`config.mk`:
```
export PLATFORM = sky130hd
export DESIGN_NAME = pipe_hazard_ctrl
export DESIGN_NICKNAME = d
export VERILOG_FILES = /design/src/rtl/pipe_hazard_ctrl.sv
export SDC_FILE = /design/constraint.sdc
export NUM_CORES = 1
export LEC_CHECK = 0
export CORE_AREA = 2 2 53 55
export DETAILED_ROUTE_END_ITERATION = 10
export DIE_AREA = 0 0 55 57
export HOLD_SLACK_MARGIN = 0.06
export PLACE_DENSITY_LB_ADDON = 0.15
export SYNTH_ARGS = -nofsm -noshare
export SYNTH_HDL_FRONTEND = slang
export SYNTH_SLANG_ARGS = --single-unit
export TNS_END_PERCENT = 30
```
`constraint.sdc`:
```
create_clock -name clk -period 3.1 [get_ports clk]
set_input_delay 0.31 -clock clk [delete_from_list [all_inputs] [get_ports clk]]
set_output_delay 0.31 -clock clk [all_outputs]
set_load 0.005 [all_outputs]
```
`src/rtl/pipe_hazard_ctrl.sv`:
```
// Hazard, forwarding and halt-drain control for an in-order pipeline. Forward selects
// and stalls are combinational from ID inputs and the scoreboard. ID is held on load-use or drain.
module pipe_hazard_ctrl #(
  parameter int NUM_STAGES = 5,
  parameter int REG_AW     = 4,
  parameter int LOAD_LAT   = 1,
  parameter bit REG0_ZERO  = 1'b1
) (
  input  logic                  clk,
  input  logic                  rst,
  input  logic                  id_valid,
  input  logic [REG_AW-1:0]     id_src0_addr,
  input  logic                  id_src0_used,
  input  logic [REG_AW-1:0]     id_src1_addr,
  input  logic                  id_src1_used,
  input  logic                  id_we,
  input  logic [REG_AW-1:0]     id_dst_addr,
  input  logic                  id_is_load,
  input  logic                  id_is_hlt,
  input  logic                  id_jump,
  input  logic                  ex_branch_taken,
  input  logic                  ex_we_cancel,
  output logic                  stall_fetch,
  output logic                  stall_id,
  output logic                  flush_id,
  output logic                  bubble_ex,
  output logic                  jump_ok,
  output logic [NUM_STAGES-3:0] fwd_sel0,
  output logic [NUM_STAGES-3:0] fwd_sel1,
  output logic                  draining,
  output logic                  hlt
);
  localparam int D = NUM_STAGES - 2;

  typedef struct packed {
    logic              v;
    logic              we;
    logic [REG_AW-1:0] dst;
    logic              ld;
    logic              hlt;
  } sb_t;

  typedef enum logic [1:0] {RUN, DRAIN, HALTED} state_t;

  state_t state_q;
  logic   draining_q;
  logic   hlt_q;
  sb_t    sb_q   [D];
  sb_t    sb_eff [D];
  sb_t    id_entry;
  logic   luse0, luse1, luse, advance;

  function automatic logic src_match(sb_t e, logic [REG_AW-1:0] a, logic used);
    src_match = e.v && e.we && used && (e.dst == a) && !(REG0_ZERO && (e.dst == '0));
  endfunction

  // A cancelled conditional write must neither forward now nor once it moves down the pipe.
  always_comb begin
    for (int i = 0; i < D; i++) sb_eff[i] = sb_q[i];
    sb_eff[0].we = sb_q[0].we & ~ex_we_cancel;
  end

  // Walk oldest to youngest so the youngest match is the one left standing.
  always_comb begin
    fwd_sel0 = '0;
    fwd_sel1 = '0;
    luse0    = 1'b0;
    luse1    = 1'b0;
    for (int i = D - 1; i >= 0; i--) begin
      if (src_match(sb_eff[i], id_src0_addr, id_src0_used)) begin
        fwd_sel0    = '0;
        luse0       = sb_eff[i].ld && (i < LOAD_LAT);
        fwd_sel0[i] = !luse0;
      end
      if (src_match(sb_eff[i], id_src1_addr, id_src1_used)) begin
        fwd_sel1    = '0;
        luse1       = sb_eff[i].ld && (i < LOAD_LAT);
        fwd_sel1[i] = !luse1;
      end
    end
  end

  assign luse = luse0 | luse1;

  always_comb begin
    stall_fetch = 1'b0;
    stall_id    = 1'b0;
    flush_id    = 1'b0;
    bubble_ex   = 1'b0;
    jump_ok     = 1'b0;
    if (state_q != RUN) begin
      stall_fetch = 1'b1;
      stall_id    = 1'b1;
      bubble_ex   = 1'b1;
    end else if (ex_branch_taken) begin
      flush_id  = 1'b1;
      bubble_ex = 1'b1;
    end else if (luse && id_valid) begin
      stall_fetch = 1'b1;
      stall_id    = 1'b1;
      bubble_ex   = 1'b1;
    end else if (id_jump && id_valid) begin
      jump_ok  = 1'b1;
      flush_id = 1'b1;
    end
  end

  assign advance  = id_valid && !stall_id && !ex_branch_taken && (state_q == RUN);
  assign draining = draining_q;
  assign hlt      = hlt_q;

  always_comb begin
    id_entry     = '0;
    id_entry.v   = 1'b1;
    id_entry.we  = id_we;
    id_entry.dst = id_dst_addr;
    id_entry.ld  = id_is_load;
    id_entry.hlt = id_is_hlt;
  end

  always_ff @(posedge clk) begin
    if (rst) begin
      state_q    <= RUN;
      draining_q <= 1'b0;
      hlt_q      <= 1'b0;
      for (int i = 0; i < D; i++) sb_q[i] <= '0;
    end else begin
      sb_q[0] <= advance ? id_entry : '0;
      for (int i = 1; i < D; i++) sb_q[i] <= sb_eff[i-1];
      case (state_q)
        RUN: begin
          if (advance && id_is_hlt) begin
            state_q    <= DRAIN;
            draining_q <= 1'b1;
          end
        end
        DRAIN: begin
          // hlt goes high as the HLT entry lands in WB; state follows once it retires.
          if (sb_q[D-2].v && sb_q[D-2].hlt) hlt_q <= 1'b1;
          if (sb_q[D-1].v && sb_q[D-1].hlt) state_q <= HALTED;
        end
        default: begin
        end
      endcase
    end
  end
endmodule
```
# [Word level (Yosys, flattened, before mapping)]
# Memories as Yosys holds them, arrays and structs flattened.
# Cells that the tools add are included.
[word_totals] ff_bits=4 latchBits=0 mem_bits_rw=24 rom_bits=0 in_bits=23 output_inout_bits=13 elab_cells=92 n_memories=1
[mem_list] memory="sb_q" depth=3 width=8 read_ports=3 rd_ports_with_merged_regs=0 write_ports=3 line_no="48" source="sb_t sb_q [D];"
[classes] addsub=0 multipliers=0 n_div=0 order_cmp=0 n_eq_ne=9 n_shift=0 muxes=29 bitwise_logic=6 reduce_logical=44
[op_table] cell="two-way mux 8 bit" count=4
[op_table] cell="logical AND 1 bit" count=29
[op_table] cell="equality test 4 bit" count=6
[op_table] cell="two-way mux 3 bit" count=6
[op_table] cell="two-way mux 1 bit" count=16
[op_table] cell="logical NOT 4 bit" count=3
[op_table] cell="logical NOT 1 bit" count=6
[op_table] cell="two-way mux 2 bit" count=2
[op_table] cell="bitwise OR 1 bit" count=4
[op_table] cell="one-hot mux 2 bit (2 select lines)" count=1
[op_table] cell="AND reduction 2 bit" count=2
[op_table] cell="nonzero test 2 bit" count=2
[op_table] cell="AND reduction 3 bit" count=1
[op_table] cell="equality test 2 x 1 -> 1 bit, second input constant" count=1
[op_table] cell="logical NOT 2 bit" count=1
[op_table] cell="inequality test 2 x 1 -> 1 bit, second input constant" count=1
[op_table] cell="inequality test 2 bit, second input constant" count=1
[op_table] cell="AND 1 bit" count=1
[op_table] cell="inverter 1 bit" count=1

# [Logic depth before layout (Yosys ltp)]
[depth] word_depth=19 mapped_depth=6 depth_no_buf=5

# [Worst setup path before layout]
# No wires, ideal clock.
[synth_path] path_type="register -> output" start="memory sb_q[0][2] (netlist name)" end="output port stall_id" arrival_time_ns=1.737 t_required_ns=2.790 slack_ns=1.053 stages_incl_launch_ff=7 path_buffers=1 cell_sequence="dfxtp_1 -> inv_1 -> a222oi_1 -> or4b_4 -> a21boi_4 -> a311o_1 -> buf_4"
[synth_lines] element="start, declared" line_no="48"
[synth_lines] element="end, declared" line_no="24" source="output logic stall_id,"

# [Worst setup path after layout]
[layout_path] start="input port id_src0_addr[1]" end="output port stall_fetch"
[layout_between] elab_chain_len=9
[layout_rtl] element="start, declared" line_no="12" source="input logic [REG_AW-1:0] id_src0_addr,"
[layout_rtl] element="equality test 4 bit" line_no="54" source="src_match = e.v && e.we && used && (e.dst == a) && !(REG0_ZERO && (e.dst == '0));"
[layout_rtl] element="logical AND 1 bit (2 in series)" line_no="54"
[layout_rtl] element="two-way mux 1 bit" line_no="70" source="if (src_match(sb_eff[i], id_src0_addr, id_src0_used)) begin"
[layout_rtl] element="bitwise OR 1 bit" line_no="83" source="assign luse = luse0 | luse1;"
[layout_rtl] element="logical AND 1 bit" line_no="98" source="end else if (luse && id_valid) begin"
[layout_rtl] element="two-way mux 1 bit" line_no="98"
[layout_rtl] element="two-way mux 1 bit" line_no="95" source="end else if (ex_branch_taken) begin"
[layout_rtl] element="two-way mux 1 bit" line_no="91" source="if (state_q != RUN) begin"
[layout_rtl] element="end, declared" line_no="23" source="output logic stall_fetch,"
# No other way between the ends.

==> flow_results.xml <==
<?xml version="1.0" encoding="UTF-8"?>
<metrics>
  <group name="status">
    <metric name="run_status" unit="">completed</metric>
  </group>
  <group name="clock_network">
    <metric name="h_tree_level_count" unit="">1</metric>
    <metric name="post-cts-setup-buffer-count" unit="">0</metric>
    <metric name="worst_skew_pair.late_latency" unit="ns">0.31</metric>
    <metric name="clock_buffer_count_from_cts" unit="">3</metric>
    <metric name="post_cts_hold_buffer_count" unit="">0</metric>
    <metric name="clockBufferDepth" unit="">2</metric>
    <metric name="clk_root_buffer_cell" unit="">sky130_fd_sc_hd__clkbuf_4</metric>
    <metric name="cts_resized" unit="">0</metric>
    <metric name="tritoncts" unit="">yes</metric>
    <metric name="cts.clk_slew.worst_paths" unit="ns">0.12</metric>
    <metric name="clock_sink_count" unit="">26</metric>
  </group>
  <group name="final_layout">
    <metric name="finish.instance_area" unit="um2">1620</metric>
    <metric name="ratio_of_cells_with_drive_above_1_in_the_final_layout" unit="">0.0675</metric>
    <metric name="synthToLayoutAreaGrowth" unit="%">33.7</metric>
    <metric name="fin_nets" unit="">188</metric>
    <metric name="fill_cells" unit="">241</metric>
    <metric name="diodes" unit="">0</metric>
    <metric name="finalNonFillerCells" unit="">194</metric>
    <metric name="final_core_util" unit="">0.620</metric>
  </group>
  <group name="logic_synthesis">
    <metric name="synth_area_per_cell" unit="um2">9.62</metric>
    <metric name="yosys_warnings" unit="">0</metric>
    <metric name="number_of_cells_produced_by_synthesis" unit="">126</metric>
    <metric name="mappedNetlistNets" unit="">149</metric>
    <metric name="yosysUniqueCellTypes" unit="">33</metric>
    <metric name="count_of_flip_flops_with_a_built_in_enable_after_synthesis" unit="">0</metric>
    <metric name="synth-seq-cells" unit="">26</metric>
    <metric name="synthArstFlopShare" unit="">0</metric>
    <metric name="seq_area_frac_synth" unit="">0.429</metric>
    <metric name="synth.top_cells.by_area" unit="">sky130_fd_sc_hd__dfxtp_1 (43%), sky130_fd_sc_hd__xnor2_1 (8.7%), sky130_fd_sc_hd__nor2b_1 (7.2%)</metric>
    <metric name="netlist_area_before_placement" unit="um2">1210</metric>
    <metric name="dominantRegCellSynth" unit="">sky130_fd_sc_hd__dfxtp_1</metric>
    <metric name="synth_largest_type_area_fraction" unit="">0.429</metric>
    <metric name="post_synth_most_frequent_cells" unit="">sky130_fd_sc_hd__dfxtp_1 (26), sky130_fd_sc_hd__nor2b_1 (14), sky130_fd_sc_hd__xnor2_1 (12)</metric>
    <metric name="most_frequent_cell_after_synthesis" unit="">sky130_fd_sc_hd__dfxtp_1</metric>
    <metric name="cell_taking_the_most_area_after_synthesis" unit="">sky130_fd_sc_hd__dfxtp_1</metric>
  </group>
  <group name="detailed_routing">
    <metric name="route.final.wire_length" unit="mm">2.60</metric>
    <metric name="detailedRoute.firstIterationViolations" unit="">19</metric>
    <metric name="dr.pass1.iters" unit="">5</metric>
    <metric name="avgRoutedWirePerCell" unit="um">13.4</metric>
    <metric name="ant_nets" unit="">0</metric>
    <metric name="route.detailed.vias_per_inst" unit="">5.11</metric>
    <metric name="remaining_drc_errors" unit="">0</metric>
    <metric name="vias" unit="">991</metric>
  </group>
  <group name="setup_path">
    <metric name="cp.required" unit="ns">2.79</metric>
    <metric name="r2r.worst_path.cells" unit="">6</metric>
    <metric name="arrival_worst_endpoint" unit="ns">2.69</metric>
    <metric name="critical_path.startpoint_type" unit="">input port</metric>
    <metric name="critical_path.max_fanout" unit="">7</metric>
    <metric name="worstSetupEndpointType" unit="">output port</metric>
    <metric name="critical_path_class" unit="">input port to output port</metric>
  </group>
  <group name="floorplanning">
    <metric name="initial_utilization" unit="">0.464</metric>
    <metric name="floorplan.io_pins" unit="">36</metric>
    <metric name="die_height" unit="um">57</metric>
    <metric name="fp.dieW" unit="um">55</metric>
    <metric name="design.core.area" unit="um2">2620</metric>
    <metric name="design.die.area" unit="um2">3140</metric>
    <metric name="floorplan.rows" unit="">19</metric>
  </group>
  <group name="global_route">
    <metric name="grt_pass1_vias" unit="">978</metric>
    <metric name="first_pass_grt_wire_length" unit="mm">4.31</metric>
    <metric name="globalRouteOverflowTotal" unit="">0</metric>
    <metric name="globalRouteTotalUtil" unit="">0.188</metric>
    <metric name="antenna_found_initial" unit="">0</metric>
    <metric name="grt_max_degree" unit="">14</metric>
  </group>
  <group name="placement">
    <metric name="gp_congestion" unit="">0.739</metric>
    <metric name="placement.io_buffers" unit="">35</metric>
    <metric name="detailed_place_hpwl" unit="mm">2.07</metric>
    <metric name="numPlacedInstances" unit="">191</metric>
    <metric name="placed_area" unit="um2">1590</metric>
  </group>
  <group name="timing">
    <metric name="setup_total_negative_slack" unit="ns">0</metric>
    <metric name="rsz0062_at_grt" unit="">no</metric>
    <metric name="finalSetupViolCount" unit="">0</metric>
    <metric name="worst_slew_pin_slew" unit="ns">0.360</metric>
    <metric name="min_period_over_period" unit="">0.968</metric>
    <metric name="final-max-slew-violation-count" unit="">0</metric>
    <metric name="min_period" unit="ns">3.00</metric>
    <metric name="max_freq" unit="MHz">333</metric>
    <metric name="fin_skew" unit="ns">0.00479</metric>
    <metric name="timing_hold_violations_final" unit="">0</metric>
    <metric name="tightest_slew_margin_relative_to_the_limit" unit="">0.758</metric>
  </group>
  <group name="worst_hold_path">
    <metric name="hold_path_depth" unit="">1</metric>
    <metric name="timing.hold.worst.class" unit="">register to register</metric>
  </group>
  <group name="power_and_ir_drop">
    <metric name="leakagePower" unit="nW">0.577</metric>
    <metric name="power_density" unit="nW/um2">352</metric>
    <metric name="power.ir.vdd_worst" unit="mV">0.294</metric>
  </group>
  <group name="flow_run">
    <metric name="max-cap-violations" unit="">0</metric>
  </group>
</metrics>
-- sequential cells by signal (all words and copies together), names as in the netlist --
name and flops:
sb_q 22, draining 1, hlt 1, state_q 2
-- cell usage in the layout, fill, tap and decap left out, types with 2 or more instances in the layout --
cell type,n
sky130_fd_sc_hd__a21oi_1,2
sky130_fd_sc_hd__a311o_1,2
sky130_fd_sc_hd__buf_4,2
sky130_fd_sc_hd__clkbuf_4,3
sky130_fd_sc_hd__clkdlybuf4s50_1,35
sky130_fd_sc_hd__dfxtp_1,26
sky130_fd_sc_hd__inv_1,7
sky130_fd_sc_hd__nand2_1,4
sky130_fd_sc_hd__nand3_1,8
sky130_fd_sc_hd__nor2_1,9
sky130_fd_sc_hd__nor2b_1,14
sky130_fd_sc_hd__nor3_1,2
sky130_fd_sc_hd__nor3b_1,7
sky130_fd_sc_hd__nor4_1,4
sky130_fd_sc_hd__xnor2_1,12
sky130_fd_sc_hd__xor2_1,9
-- final cells by class --
class                   instances  area [um2]  share of cell area
repair buffers                 37         365               0.225
multi-input cells              90         648               0.400
clock buffers                   3        22.5              0.0139
well taps                      31        38.8              0.0239
flip-flops and latches         26         520               0.321
inverters                       7        26.3              0.0162
-- cells by family (layout without fill, tap and decap cells) --
group | after synthesis | after routing | share of synthesized area
buffers and inverters | 10 | 47 | 0.0403
AND/OR/NAND/NOR | 56 | 56 | 0.270
AO/OA/AOI/OAI | 13 | 13 | 0.108
flip-flops | 26 | 26 | 0.429
XOR/XNOR | 21 | 21 | 0.152
-- path summary, 6_finish.rpt --
kind | slack (ns) | to | startpoint
max | 0.1 | stall_fetch | id_src0_addr[1]
min | 0.45 | sb_q[0][8]$_SDFF_PP0_ | sb_q[0][0]$_SDFF_PP0_
max reg2reg | 1.12 | draining$_SDFFE_PP0P_ | sb_q[0][3]$_SDFF_PP0_
min reg2reg | 0.45 | sb_q[0][8]$_SDFF_PP0_ | sb_q[0][0]$_SDFF_PP0_
-- per-layer routing --
layer | share of wire | global-route usage | vias up
li1 | - | - | 512
met1 | 0.45 | 0.248 | 446
met2 | 0.48 | 0.299 | 31
met3 | 0.061 | 0.0366 | 2
met4 | 0.0062 | 0.0732 | 0
met5 | 0 | 0 | -
-- per-stage QoR --
| step | power [mW] | hold WS [ns] | setup WS [ns] |
|---|---|---|---|
| 6_report | 0.571 | 0.448 | 0.0995 |
| 5_1_grt | 0.605 | 0.463 | 0.00100 |
| 4_1_cts | 0.581 | 0.451 | 0.0871 |
| 3_5_place_dp | 0.444 | 0.421 | 0.109 |
| 3_3_place_gp | 0.443 | 0.418 | 0.152 |
| 2_1_floorplan | 0.392 | 0.382 | 1.05 |
-- where the power goes --
group / internal [mW] / switching [mW] / total, mW
registers: 0.341 / 0.00690 / 0.348
clock network: 0.0454 / 0.0881 / 0.134
logic: 0.0563 / 0.0326 / 0.0889
-- critical path, cell delays in order --
cell                              delay, ns
sky130_fd_sc_hd__clkdlybuf4s50_1       0.54
sky130_fd_sc_hd__inv_1                 0.07
sky130_fd_sc_hd__a222oi_1              0.26
sky130_fd_sc_hd__or4b_4                0.55
sky130_fd_sc_hd__a21boi_4              0.24
sky130_fd_sc_hd__a311o_1               0.21
sky130_fd_sc_hd__clkdlybuf4s50_1       0.51
No activity file was read; power rests on OpenSTA's default activity.
